<file path="config.mk">
export PLATFORM = sky130hd
export DESIGN_NAME = ball_renderer
export DESIGN_NICKNAME = d
export VERILOG_FILES = /design/src/rtl/ball_renderer.sv
export SDC_FILE = /design/constraint.sdc
export NUM_CORES = 1
export LEC_CHECK = 0
export CAP_MARGIN = 10
export CORE_MARGIN = 1.5
export CORE_UTILIZATION = 50
export CTS_BUF_LIST = sky130_fd_sc_hd__clkbuf_4 sky130_fd_sc_hd__clkbuf_8
export DETAILED_ROUTE_END_ITERATION = 10
export GPL_TIMING_DRIVEN = 0
export PLACE_DENSITY = 0.91
export SYNTH_ARGS = -nofsm -noshare
export SYNTH_HDL_FRONTEND = slang
export SYNTH_SLANG_ARGS = --single-unit
</file>
<file path="constraint.sdc">
create_clock -name clk -period 3.15 [get_ports clk]
set_clock_uncertainty 0.2 [all_clocks]
set_input_delay 0.63 -clock clk [delete_from_list [all_inputs] [get_ports clk]]
set_output_delay 0.63 -clock clk [all_outputs]
set_load 0.01 [all_outputs]
</file>
<file path="src/rtl/ball_renderer.sv">
// Bouncing square renderer: moves a ball once per frame and paints ball/border/background.
// Latency: rgb, hsync_out, vsync_out are registered, exactly 1 clk behind the pixel inputs.
// Backpressure: none; the pixel stream is free-running and the ball only moves on frame ticks.
module ball_renderer #(
   parameter int H_LEN      = 9,
   parameter int V_LEN      = 9,
   parameter int H_DISPLAY  = 640,
   parameter int V_DISPLAY  = 480,
   parameter int BALL_SIZE  = 8,
   parameter int BALL_SPEED = 2,
   parameter int BALL_X0    = 100,
   parameter int BALL_Y0    = 200
) (
   input  logic             clk,
   input  logic             reset_n,
   input  logic             run,
   input  logic             hsync,
   input  logic             vsync,
   input  logic             display_on,
   input  logic [H_LEN:0]   hpos,
   input  logic [V_LEN:0]   vpos,
   output logic             hsync_out,
   output logic             vsync_out,
   output logic [2:0]       rgb,
   output logic [H_LEN:0]   ball_x,
   output logic [V_LEN:0]   ball_y,
   output logic [7:0]       bounce_count
);

   // Arithmetic is carried one bit wider than the coordinates so limits never wrap.
   localparam int HW = H_LEN + 2;
   localparam int VW = V_LEN + 2;

   localparam logic [H_LEN+1:0] X_MAX  = HW'(H_DISPLAY - BALL_SIZE);
   localparam logic [H_LEN+1:0] X_SPD  = HW'(BALL_SPEED);
   localparam logic [H_LEN+1:0] X_SIZE = HW'(BALL_SIZE);
   localparam logic [H_LEN+1:0] X_LAST = HW'(H_DISPLAY - 1);
   localparam logic [V_LEN+1:0] Y_MAX  = VW'(V_DISPLAY - BALL_SIZE);
   localparam logic [V_LEN+1:0] Y_SPD  = VW'(BALL_SPEED);
   localparam logic [V_LEN+1:0] Y_SIZE = VW'(BALL_SIZE);
   localparam logic [V_LEN+1:0] Y_LAST = VW'(V_DISPLAY - 1);

   logic [H_LEN:0]   ball_x_q, ball_x_d;
   logic [V_LEN:0]   ball_y_q, ball_y_d;
   logic             dx_q, dx_d, dy_q, dy_d;
   logic [7:0]       bounce_count_q, bounce_count_d;
   logic             vsync_d_q;
   // armed_q blocks a false tick when vsync is already high as reset releases
   logic             armed_q;
   logic [2:0]       rgb_q, rgb_d;
   logic             hsync_out_q, vsync_out_q;

   logic             tick;
   logic             bounce_x, bounce_y;
   logic [H_LEN+1:0] x_wide, x_sum, hpos_wide;
   logic [V_LEN+1:0] y_wide, y_sum, vpos_wide;
   logic [H_LEN:0]   x_dif;
   logic [V_LEN:0]   y_dif;
   logic             in_ball, border;

   assign tick = vsync & ~vsync_d_q & armed_q;

   // Per-frame ball motion with wall clamping and bounce counting
   always_comb begin
      x_wide   = {1'b0, ball_x_q};
      y_wide   = {1'b0, ball_y_q};
      x_sum    = x_wide + X_SPD;
      y_sum    = y_wide + Y_SPD;
      x_dif    = ball_x_q - X_SPD[H_LEN:0];
      y_dif    = ball_y_q - Y_SPD[V_LEN:0];
      ball_x_d = ball_x_q;
      ball_y_d = ball_y_q;
      dx_d     = dx_q;
      dy_d     = dy_q;
      bounce_x = 1'b0;
      bounce_y = 1'b0;
      if (tick && run) begin
         if (dx_q) begin
            if (x_sum >= X_MAX) begin
               ball_x_d = X_MAX[H_LEN:0];
               dx_d     = 1'b0;
               bounce_x = 1'b1;
            end else begin
               ball_x_d = x_sum[H_LEN:0];
            end
         end else begin
            if (x_wide <= X_SPD) begin
               ball_x_d = '0;
               dx_d     = 1'b1;
               bounce_x = 1'b1;
            end else begin
               ball_x_d = x_dif;
            end
         end
         if (dy_q) begin
            if (y_sum >= Y_MAX) begin
               ball_y_d = Y_MAX[V_LEN:0];
               dy_d     = 1'b0;
               bounce_y = 1'b1;
            end else begin
               ball_y_d = y_sum[V_LEN:0];
            end
         end else begin
            if (y_wide <= Y_SPD) begin
               ball_y_d = '0;
               dy_d     = 1'b1;
               bounce_y = 1'b1;
            end else begin
               ball_y_d = y_dif;
            end
         end
      end
      bounce_count_d = bounce_count_q + {7'd0, bounce_x} + {7'd0, bounce_y};
   end

   // Pixel classification against the registered ball position; ball wins over border
   always_comb begin
      hpos_wide = {1'b0, hpos};
      vpos_wide = {1'b0, vpos};
      in_ball   = display_on
                  && (hpos_wide >= x_wide) && (hpos_wide < x_wide + X_SIZE)
                  && (vpos_wide >= y_wide) && (vpos_wide < y_wide + Y_SIZE);
      border    = display_on
                  && ((hpos == '0) || (hpos_wide == X_LAST)
                   || (vpos == '0) || (vpos_wide == Y_LAST));
      rgb_d     = 3'b000;
      if (in_ball) begin
         rgb_d = 3'b111;
      end else if (border) begin
         rgb_d = 3'b010;
      end
   end

   // State and output registers, all cleared asynchronously by reset
   always_ff @(posedge clk or negedge reset_n) begin
      if (!reset_n) begin
         ball_x_q       <= (H_LEN+1)'(BALL_X0);
         ball_y_q       <= (V_LEN+1)'(BALL_Y0);
         dx_q           <= 1'b1;
         dy_q           <= 1'b1;
         bounce_count_q <= 8'd0;
         vsync_d_q      <= 1'b0;
         armed_q        <= 1'b0;
         rgb_q          <= 3'b000;
         hsync_out_q    <= 1'b0;
         vsync_out_q    <= 1'b0;
      end else begin
         ball_x_q       <= ball_x_d;
         ball_y_q       <= ball_y_d;
         dx_q           <= dx_d;
         dy_q           <= dy_d;
         bounce_count_q <= bounce_count_d;
         vsync_d_q      <= vsync;
         armed_q        <= armed_q | ~vsync;
         rgb_q          <= rgb_d;
         hsync_out_q    <= hsync;
         vsync_out_q    <= vsync;
      end
   end

   assign ball_x       = ball_x_q;
   assign ball_y       = ball_y_q;
   assign bounce_count = bounce_count_q;
   assign rgb          = rgb_q;
   assign hsync_out    = hsync_out_q;
   assign vsync_out    = vsync_out_q;

endmodule

</file>
=== Word-level counts from Yosys, hierarchy flattened ===
Cells that the tools add are included.

* Add/subtract/negate cells: 8
* Reductions and logical operators: 11
* Order comparisons: 8
* Equal/unequal tests: 2
* Bitwise gates (word level): 5
* Mux-type cells: 20

{| class="wikitable"
|+ Operators by type and width
! kind !! count
|-
| $mux W10 || 6
|-
| $add A10 B2 Y11 const B || 2
|-
| $add A10 B4 Y11 const B || 2
|-
| $lt A10 B11 Y1 || 2
|-
| $ge A10 B10 Y1 || 2
|-
| $le A10 B2 Y1 const B || 2
|-
| $logic_not A10 Y1 || 2
|-
| $sub A10 B2 Y10 const B || 2
|-
| $add A8 B1 Y8 || 2
|-
| $mux W1 || 12
|-
| $ge A11 B10 Y1 const B || 1
|-
| $ge A11 B9 Y1 const B || 1
|-
| $eq A10 B10 Y1 const B || 1
|-
| $eq A10 B9 Y1 const B || 1
|-
| $logic_and A1 B1 Y1 || 6
|-
| $logic_or A1 B1 Y1 || 3
|-
| $mux W3 || 1
|-
| $and A1 B1 Y1 || 2
|-
| $mux W2 || 1
|-
| $not A1 Y1 || 2
|-
| $or A1 B1 Y1 || 1
|}

* Input bits: 26
* Logic and storage cells: 63
* Flip-flop bits (word level): 36
* Output and inout port bits: 33

=== Depth between registers and ports, before layout ===
* Depth in word-level cells: 7
* Gate-level depth with buffers: 14
* Gate-level depth less buffers: 13

=== Worst setup path before layout ===
Ideal clock, no wire load.

* Path kind: register to register
* Start point: register ball_y_q[1] (netlist: ball_y[1])
* End point: register bounce_count_q[6] (netlist: bounce_count[6])
* Clock period less this slack: 3371 ps
* Arrival time: 3092 ps
* Stages on the path, launching flop included: 14
* Setup slack: -221 ps
* Library setup time: 79 ps
* Data required time: 2871 ps
* Buffers on the path: 0
* Cells stage by stage: dfrtp_1 ha_1 and2_1 nor4_1 o211ai_1 a32o_1 a21boi_0 o21ai_0 fa_1 inv_1 ha_1 nand3_1 nor2_1 xor2_1

* Word-level cells in the longest chain between the ends: 6
* Elaborated cells on any way between the ends: 8
* Those cells by class: add/sub: 2; order compare: 2; mux: 4

{| class="wikitable"
|+ Ends and longest elaborated chain
! item !! RTL line !! source
|-
| start: declaration || 44 || <nowiki>logic [V_LEN:0] ball_y_q, ball_y_d;</nowiki>
|-
| start signal: assignment || 138 || <nowiki>ball_y_q <= (V_LEN+1)'(BALL_Y0);</nowiki>
|-
| start signal: assignment || 149 || <nowiki>ball_y_q <= ball_y_d;</nowiki>
|-
| $add A10 B2 Y11 || 68 || <nowiki>y_sum = y_wide + Y_SPD;</nowiki>
|-
| $ge A11 B9 Y1 || 96 || <nowiki>if (y_sum >= Y_MAX) begin</nowiki>
|-
| $mux W1 || 96 ||
|-
| $mux W1 * || 95 || <nowiki>if (dy_q) begin</nowiki>
|-
| $mux W1 * || 77 || <nowiki>if (tick && run) begin</nowiki>
|-
| $add A8 B1 Y8 * || 113 || <nowiki>bounce_count_d = bounce_count_q + {7'd0, bounce_x} + {7'd0, bounce_y};</nowiki>
|-
| net bounce_count_d[6] || 46 || <nowiki>logic [7:0] bounce_count_q, bounce_count_d;</nowiki>
|-
| end signal: assignment || 152 || <nowiki>bounce_count_q <= bounce_count_d;</nowiki>
|-
| end: declaration || 46 ||
|}

The timed path passes the listed nets; every way through them passes the cells marked *.
A chain may end at the register's enable or synchronous reset.

=== Worst setup path in the final report ===
* Start point: register ball_y_q[3] (netlist: ball_y[3])
* End point: register bounce_count_q[7] (netlist: bounce_count[7])

Same word-level chain as after synthesis.

==> impl_metrics.py <==
metrics = {
    "run_status": {
        "status": "complete, but fails checks",
        "violations": "setup timing",
    },
    "synth": {
        "synth_edf_count": 0,
        "yosys.cell_types.count": 69,
        "ys_seq_area_share_pct": 25.0,
        "yosysWarnings": 0,
        "synth_cells": 394,
        "synthArstFlopShare_pct": 100,
        "synthFlopType": "dfrtp_1",
        "synth_area_um2": 3340,
        "ys_ff_latch": 33,
        "syn_avg_cell_area_um2": 8.48,
    },
    "cells_and_area": {
        "nets": 542,
        "antenna_cells": 0,
        "fin_cells": 550,
        "drive_gt1_share_pct": 16.9,
        "layout_commonest_cell": "clkdlybuf4s50_1",
        "final_cell_mix": "clkdlybuf4s50_1, ha_1, nand2_1",
        "final_core_util_pct": 68.7,
        "area_growth_pct": 31.3,
        "fill_cells": 539,
    },
    "setup_path": {
        "cp_slowest_cell": "dfstp_2",
        "path_class": "register to register",
        "rr_worst_depth": 13,
        "cpLargestDelayFamily": "simple AND/OR/NAND/NOR gates",
        "cp.arrival_ns": 3.20,
        "path_max_fanout": 6,
        "rr_endpoint": "bounce_count[7]",
        "ff2ff_setup_slack_ns": -0.03,
        "endpoint": "bounce_count[7]",
        "critPathBufInv": 1,
        "cp_slowest_stage_delay_ns": 0.40,
        "cp.depth": 13,
        "crit_path_start": "ball_y[3]",
        "cp-start-kind": "register",
        "crit_chain": "buf_4 > ha_4 > and2_2 > nor4_1 > o211ai_1 > a32o_2 > a21boi_4 > o21ai_2 > fa_2 > nor2b_1 > nand4_1 > nor2_1 > xor2_1",
        "timing.rr.start": "ball_y[3]",
        "endpoint_kind": "register",
        "cp.required_ns": 3.17,
    },
    "cts": {
        "cts_tree": "done",
        "path_clk_slew_ns": 0.07,
        "insertion_delay_ns": 0.30,
        "ctsRootBufferMaster": "clkbuf_8",
        "numCtsBuffers": 5,
        "htreeDepth": 2,
        "cts.sink_count": 33,
        "clockBufferDepth": 2,
    },
    "grt": {
        "grt_start_max_net_pins": 34,
        "grtUsageTotal_pct": 26.8,
        "grt_overflow_total": 0,
        "grt_first_pass_wirelength_um": 15500,
        "antenna_found_initial": 0,
        "grt_pass1_vias": 3242,
    },
    "detailed_routing": {
        "wl_per_cell_um": 18.0,
        "firstDrtPassIters": 5,
        "top_layer": "met4",
        "wl_met3_um": 758,
        "drt-met1-wl_um": 4280,
        "vias_per_cell": 6.43,
        "wl_met2_um": 4640,
        "drc": 0,
        "wl_um": 9910,
        "ant_nets": 0,
        "vias": 3537,
        "drt_iter0_markers": 338,
    },
    "timing": {
        "period_needed_ns": 3.18,
        "fmax_ghz": 0.315,
        "setup_ws_ns": -0.0279,
        "slew_headroom_pct": 50.2,
        "min_period_over_period_pct": 101,
        "final-hold-violation-count": 0,
        "setup-violations-final": 2,
        "rsz0062_at_grt": "yes",
        "slew_viol_final": 0,
        "tightest_slew_ns": 0.747,
    },
    "power": {
        "clock_power_share_pct": 14.0,
        "vdd_ir_drop_max_mv": 0.475,
        "p_seq_share_pct": 23.6,
        "sw_frac_of_total_pct": 45.3,
        "power.internal_mw": 1.64,
        "p_leak_nw": 1.71,
        "power_switching_mw": 1.36,
        "p_per_area_nw_per_um2": 684,
        "p_comb_share_pct": 62.3,
    },
    "flow_run": {
        "cap_violations": 0,
    },
    "die": {
        "die_w_um": 84.8,
        "coreArea_um2": 6390,
        "rows": 29,
        "fp.dieArea_um2": 7180,
        "initial_core_util_pct": 52.3,
        "ios": 59,
        "die_y_um": 84.8,
    },
    "hold_path": {
        "hold_path_class": "input pin to asynchronous set/reset pin",
    },
    "placement": {
        "hpwl_um": 7050,
        "dp_cells": 528,
        "gp_congestion": 0.946,
        "io_buffers": 56,
    },
}
[routing by layer]
layer  global-route usage (%)  vias up
li1                         -     1647
met1                     36.3     1676
met2                     43.3      182
met3                     5.21       32
met4                     8.06        0
met5                        0        -
[sequential cells by signal, indices dropped and copies added, names as in the netlist, 2 cells and up]
| signal | count |
|---|---|
| ball_x | 9 |
| rgb | 2 |
| ball_y | 9 |
| bounce_count | 8 |
[layout make-up]
cell class | count | area (um^2) | share of cell area, %
Tap cell | 77 | 96.3 | 2.20
Timing Repair Buffer | 71 | 668 | 15.2
Inverter | 25 | 98.8 | 2.25
Clock inverter | 3 | 46.3 | 1.06
Multi-Input combinational cell | 314 | 2450 | 55.8
Buffer | 22 | 120 | 2.74
Clock buffer | 5 | 68.8 | 1.57
Sequential cell | 33 | 841 | 19.2
[synthesized netlist by cell type (5+ instances only)]
cell type	number	area share (%)
a211oi_1	5	1.1
a21o_1	6	1.3
a21oi_1	24	3.6
clkbuf_1	15	1.7
dfrtp_1	25	19
dfstp_2	8	6.3
ha_1	43	16
inv_1	24	2.7
nand2_1	23	2.6
nand3_1	19	2.8
nand4_1	9	1.7
nor2_1	18	2.0
nor2b_1	5	0.94
nor3_1	15	2.2
nor4_1	8	1.5
o211ai_1	13	2.9
o21a_1	6	1.3
o21ai_0	17	2.5
o22ai_1	6	1.1
o31ai_1	5	1.1
or3_1	5	0.94
xnor2_1	18	4.7
[cells by family (layout without fill, tap and decap cells)]
logic type	after synthesis	in the layout	synth area share (%)
DFF	33	33	25.0
xor gates and xnor gates	21	21	5.50
other	1	2	0.112
AOI/OAI and AO/OA	121	121	26.1
buffers and inverters	48	126	6.03
muxes	2	2	0.599
adders and majority gates	44	44	16.7
and+or+nand+nor	124	124	20.0
[per-stage QoR]
stage / TNS [ns] / hold WS, ns / area (um^2) / power [mW] / worst slack [ns]
2_1_floorplan: 0 / 0.134 / 3360 / 1.77 / 0.00165
3_3_place_gp: -1.97 / 0.261 / 4010 / 2.28 / -0.444
3_5_place_dp: -2.15 / 0.256 / 4010 / 2.33 / -0.496
4_1_cts: 0 / 0.222 / 4260 / 2.86 / 0.00166
5_1_grt: -0.222 / 0.251 / 4390 / 3.21 / -0.110
6_report: -0.0491 / 0.195 / 4390 / 3.00 / -0.0279
[repair_timing]
item	in CTS	in global routing
endpoints found under the setup margin	7	4
hold buffers	0	0
buffers inserted	10	5
resized for setup	23	23
pin swaps	6	11
[worst reg2reg max path, delay by kind of cell (launching register included)]
kind                     cells  cell delay (ns)
XOR/XNOR                     1             0.15
flip-flops                   1             0.40
adder cells (fa/ha/maj)      2             0.55
buffers and inverters        1             0.15
AND/OR/NAND/NOR              5             0.93
AO/OA/AOI/OAI                4             0.72
[power by group through the flow]
stage	combinational [mW]	sequential (mW)	clock [mW]
floorplan	1.06	0.711	0
global placement	1.59	0.691	0
detailed placement	1.64	0.698	0
CTS	1.74	0.684	0.427
global route	2.04	0.725	0.443
finish	1.87	0.709	0.421
[how the worst min path moves through the flow]
stage                    start               to  slack, ns  cells past startpoint
2_1_floorplan          reset_n          armed_q       0.13                      0
3_3_place_gp   bounce_count[7]  bounce_count[7]       0.26                      1
3_5_place_dp   bounce_count[7]  bounce_count[7]       0.26                      1
4_1_cts                reset_n        ball_x[7]       0.22                      1
5_1_grt                reset_n        ball_y[4]       0.25                      1
6_report               reset_n        ball_y[4]       0.20                      1
Power figures use the tool's default switching activity.
==> edit 1 (same settings) <==
Remove the register `rgb_q`: a continuous assignment takes its place, so the output `rgb` follows one clock earlier.
--- a/src/rtl/ball_renderer.sv
+++ b/src/rtl/ball_renderer.sv
@@ -142,5 +142,4 @@
          vsync_d_q      <= 1'b0;
          armed_q        <= 1'b0;
-         rgb_q          <= 3'b000;
          hsync_out_q    <= 1'b0;
          vsync_out_q    <= 1'b0;
@@ -153,9 +152,10 @@
          vsync_d_q      <= vsync;
          armed_q        <= armed_q | ~vsync;
-         rgb_q          <= rgb_d;
          hsync_out_q    <= hsync;
          vsync_out_q    <= vsync;
       end
    end
+
+   assign rgb_q = rgb_d;
 
    assign ball_x       = ball_x_q;
Behaviour: not the same (Yosys sat finds a counterexample within 4 cycles, from zero or initial values and one cycle with reset_n low).
==> edit 1 against the unedited design <==
The flow still finishes with violations (negative setup slack); wire length up 1.6%; final area up 0.66%; worst setup slack got worse by 0.60 ns; synthesized area is 4.8% lower; sequential cell count shrank 2; synthesized cell count decreased by 3.0%; power increased by 24%; sequential power grew 14%; critical path type is now register to output pin; critical endpoint is now rgb[1]; largest cell class unchanged.
==> edit 1: results (changes against the unedited design) <==
outcome: "finished with violations"
violations: "negative setup slack"
cts-htree-levels: 2  # unchanged
setup-violations-final: 4  # +2
worst_slack_ns: -0.627  # -0.599 ns
path_max_fanout: 4  # -2
timing.rr.end: "bounce_count[6]$_DFF_PN0_"
syn_area_per_cell_um2: 8.33  # -1.8%
synth_commonest_cells: "43 x ha_1, 35 x nand2_1, 25 x inv_1, 25 x o21ai_0, 23 x dfrtp_1"
reg2reg_slack_ns: -0.02
grt_max_degree: 19  # -44%
gp_congestion: 0.951  # +0.61%
hpwlAfterDp_mm: 6.56  # -7.0%
fin_nets: 541  # -0.18%
cpPeakStageDelay_ns: 0.59  # +0.19 ns
fillCellCount: 418  # -22%
crit_path_end: "rgb[1]"
dpl.cell_count: 515  # -2.5%
grt_use_total_pct: 29.4  # +2.6 points
r2r_start: "ball_x[4]$_DFFE_PN0P_"
drt-pass1-iter-count: 6  # +1
vias: 3539  # +0.057%
hold_viol: 0  # unchanged
drive_gt1_share_pct: 23.9  # +7.0 points
crit_arrival_ns: 2.95  # -0.25 ns
synth.area.top_cells: "dfrtp_1 18%, ha_1 17%, dfstp_2 6.6%"
crit_slowest_cell: "dfstp_2"
ir_worst_vdd_mv: 0.721  # +52%
crit_path_start: "ball_y[3]$_DFFE_PN1P_"
ys_seq_area_share_pct: 24.7  # -0.31 points
reg2regPathDepth: 12  # -1
n_antenna_cell: 0  # unchanged
p_leak_nw: 1.81  # +6.2%
grt_pass1_wl_mm: 15.3  # -1.4%
clk_pin_slew_ns: 0.07  # about the same
instances_no_fill: 547  # -0.55%
cts.path.max_buffers: 2  # unchanged
ys_types: 71  # +2.9%
hold_class: "register to register"
drt_iter0_markers: 430  # +27%
tightestPinTransition_ns: 0.778  # +0.0303 ns
grt_pass1_vias: 3283  # +1.3%
cp_top_family: "simple AND/OR/NAND/NOR gates"
ys_warn_count: 0  # unchanged
wirelength_mm: 10.1  # +1.6%
-- edit 1: cell types whose count changed in the layout (fill, tap and decap cells not counted), moves of 7 or more --
| cell | change |
|---|---|
| buf_4 | +14 |
| o21ai_0 | +7 |
| nand2_1 | +11 |
| buf_6 | +7 |
| nand3_1 | -8 |
| o211ai_1 | -10 |
-- edit 1: cell families (layout without fill, tap and decap cells) --
group	count (synthesis)	count (layout)	share of synthesized area, %
compound gates	108	108	23.5
xor+xnor	25	25	6.88
fa+ha+maj	44	44	17.5
buf+inv	48	137	6.61
flops	31	31	24.7
mux	4	4	1.38
other cells	1	2	0.118
simple gates	121	121	19.3
-- edit 1: layer usage --
layer	up-vias	share of wire, %	GRT usage (%)
met1	1635	39	36.0
li1	1600	-	-
met2	249	47	49.9
met5	-	0	0
met3	55	10	6.45
met4	0	3.7	11.5
-- edit 1: where the power goes --
group | leakage [nW] | total, mW | switching, mW | internal [mW]
clock | 0.0612 | 0.421 | 0.165 | 0.256
combinational | 1.38 | 2.48 | 1.31 | 1.17
sequential | 0.370 | 0.810 | 0.240 | 0.570
total | 1.81 | 3.71 | 1.71 | 2.00
-- edit 1: how the worst min path moves through the flow --
stage / start / to / cells past startpoint
2_1_floorplan: reset_n / armed_q$_DFF_PN0_ / 0
3_3_place_gp: bounce_count[7]$_DFF_PN0_ / bounce_count[7]$_DFF_PN0_ / 1
3_5_place_dp: bounce_count[7]$_DFF_PN0_ / bounce_count[7]$_DFF_PN0_ / 1
4_1_cts: bounce_count[7]$_DFF_PN0_ / bounce_count[7]$_DFF_PN0_ / 1
5_1_grt: bounce_count[7]$_DFF_PN0_ / bounce_count[7]$_DFF_PN0_ / 1
6_report: bounce_count[7]$_DFF_PN0_ / bounce_count[7]$_DFF_PN0_ / 1
-- edit 1: timing repair --
item | in CTS | in global routing
gates resized for setup | 48 | 26
pin swaps | 18 | 11
buffers inserted | 19 | 10
setup endpoints to repair | 9 | 10
hold buffers | 0 | 0
-- edit 1: stage by stage --
step	setup TNS (ns)	hold WS (ns)	power [mW]	setup slack, ns	area, um^2
after CTS	-1.52	0.271	3.47	-0.533	4270
final	-1.75	0.266	3.71	-0.627	4420
after global routing	-2.19	0.282	3.93	-0.720	4420
after global placement	-3.40	0.258	2.69	-0.739	3860
after floorplan	0	0.134	2.10	0.00701	3210
after detailed placement	-4.22	0.263	2.79	-0.797	3890
-- edit 1: final cells by class --
cell class | count | area, um^2 | share of cell area [%]
multi-input cells | 304 | 2380 | 54.0
plain buffers | 16 | 108 | 2.44
well taps | 75 | 93.8 | 2.13
inverters | 27 | 103 | 2.32
clock buffers | 6 | 82.6 | 1.87
repair buffers | 86 | 817 | 18.5
flip-flops and latches | 31 | 792 | 17.9
clock inverters | 2 | 35.0 | 0.793
==> edit 2 (same settings) <==
Without the edit above. Set the parameter `V_LEN` to 8 (it was 9).
--- a/src/rtl/ball_renderer.sv
+++ b/src/rtl/ball_renderer.sv
@@ -4,5 +4,5 @@
 module ball_renderer #(
    parameter int H_LEN      = 9,
-   parameter int V_LEN      = 9,
+   parameter int V_LEN      = 8,
    parameter int H_DISPLAY  = 640,
    parameter int V_DISPLAY  = 480,
Ports: changed (resized ball_y and vpos); port bits go from 59 to 57. The function was not compared with the original's and may differ.
==> edit 2 against the unedited design <==
The run still ends with negative setup slack left; global-route usage increased by 0.75 points; wire length decreased by 2.3%; count of clock-buffer cells in the layout unchanged; first-iteration DRC count down 14%; worst setup slack worse by 0.061 ns; synthesized cell count increased by 0.76%; clock power increased by 2%; power is 17% higher; final area fell by 2.4%; sequential power up 4.1%; synthesized area shrank 2.4%; sequential cell count decreased by 1; critical endpoint is now bounce_count[6]$_DFF_PN0_; largest cell class unchanged.
==> edit 2: results (changes against the unedited design) <==
inv_count: 26  # +4.0%
fmax_mhz: 309  # -1.9%
fp.dieW_um: 83.8  # -1.1%
drt-pass1-iter-count: 6  # +1
fin_nets: 541  # -0.18%
clk_pin_slew_ns: 0.09  # +0.02 ns
crit_arrival_ns: 3.22  # +0.02 ns
multiInputGateArea_um2: 2360  # -3.5%
ys_seq_area_share_pct: 24.8  # -0.16 points
synth.area.top_cells: "dfrtp_1 18%, ha_1 16%, dfstp_2 6.4%"
powerComb_mw: 2.35  # +26%
wirelength_mm: 9.68  # -2.3%
setup-violations-final: 4  # +2
num-multi-input-gates: 315  # +0.32%
placed_area_um2: 3930  # -2.0%
p_leak_nw: 1.71  # about the same
ys_ff_latch: 32  # -3.0%
violations: "negative setup slack"
portBuffers: 54  # -3.6%
grt_pass1_wl_mm: 16.0  # +3.0%
buffer_area_share_pct: 18.6  # +0.65 points
preCtsSetupSlack_ns: -0.538  # -0.0419 ns
sh_seq_area_pct: 19.0  # -0.14 points
path_max_fanout: 2  # -4
synth_commonest_cells: "42 x ha_1, 33 x nand2_1, 33 x o21ai_0"
clk_share_pct: 2.69  # +0.064 points
worst_slack_ns: -0.0891  # -0.0611 ns
syn_inst: 397  # +0.76%
ir_worst_vdd_mv: 0.467  # -1.5%
grt_pass1_vias: 3485  # +7.5%
grt_max_degree: 33  # -2.9%
gp_congestion: 0.944  # -0.14%
hpwlAfterDp_mm: 6.97  # -1.2%
dpl.cell_count: 529  # +0.19%
instances_no_fill: 551  # +0.18%
outcome: "finished with violations"
ys_types: 68  # -1.4%
==> edit 2: final timing paths <==
check	start	cells past startpoint	slack [ns]	endpoint
setup / recovery	ball_x[2]$_DFFE_PN1P_	13	-0.09	bounce_count[6]$_DFF_PN0_
hold / removal	reset_n	1	0.19	ball_x[7]$_DFFE_PN0P_
setup reg to reg	ball_x[2]$_DFFE_PN1P_	13	-0.09	bounce_count[6]$_DFF_PN0_
hold reg to reg	bounce_count[7]$_DFF_PN0_	1	0.27	bounce_count[7]$_DFF_PN0_
max in group asynchronous	reset_n	1	2.03	ball_y[4]$_DFFE_PN0P_
min in group clk	bounce_count[7]$_DFF_PN0_	1	0.27	bounce_count[7]$_DFF_PN0_
==> edit 2: critical path, stage by stage (launching register included) <==
cell and delay, ns:
dfstp_2 0.56, ha_4 0.13, or3b_1 0.36, o31ai_2 0.08, a31oi_2 0.16, o311a_1 0.36, o21ai_2 0.19, nand3_2 0.10
fa_2 0.39, inv_2 0.08, ha_4 0.12, and3_4 0.19, nand3_2 0.08, xnor2_1 0.13
==> edit 2: cells by family after synthesis <==
family / after synthesis / synth area share [%]
compound gates: 128 / 25.9
simple gates: 122 / 19.8
flops: 32 / 24.8
other cells: 1 / 0.115
fa+ha+maj: 43 / 16.7
xor+xnor: 20 / 5.37
buf+inv: 51 / 7.25
==> edit 2: layer usage <==
metal / vias up / wire, um / track usage (%) / share of wire (%)
met3: 38 / 787 / 4.95 / 8.1
met5: - / 0 / 0 / 0
met2: 196 / 4640 / 48.1 / 48
li1: 1641 / - / - / -
met4: 0 / 283 / 9.39 / 2.9
met1: 1681 / 3980 / 34.1 / 41
==> edit 2: repair_timing <==
action,4_1_cts,5_1_grt
setup endpoints to repair,10,8
hold buffers,0,0
pin swaps,6,9
gates resized for setup,19,10
setup buffers,8,10
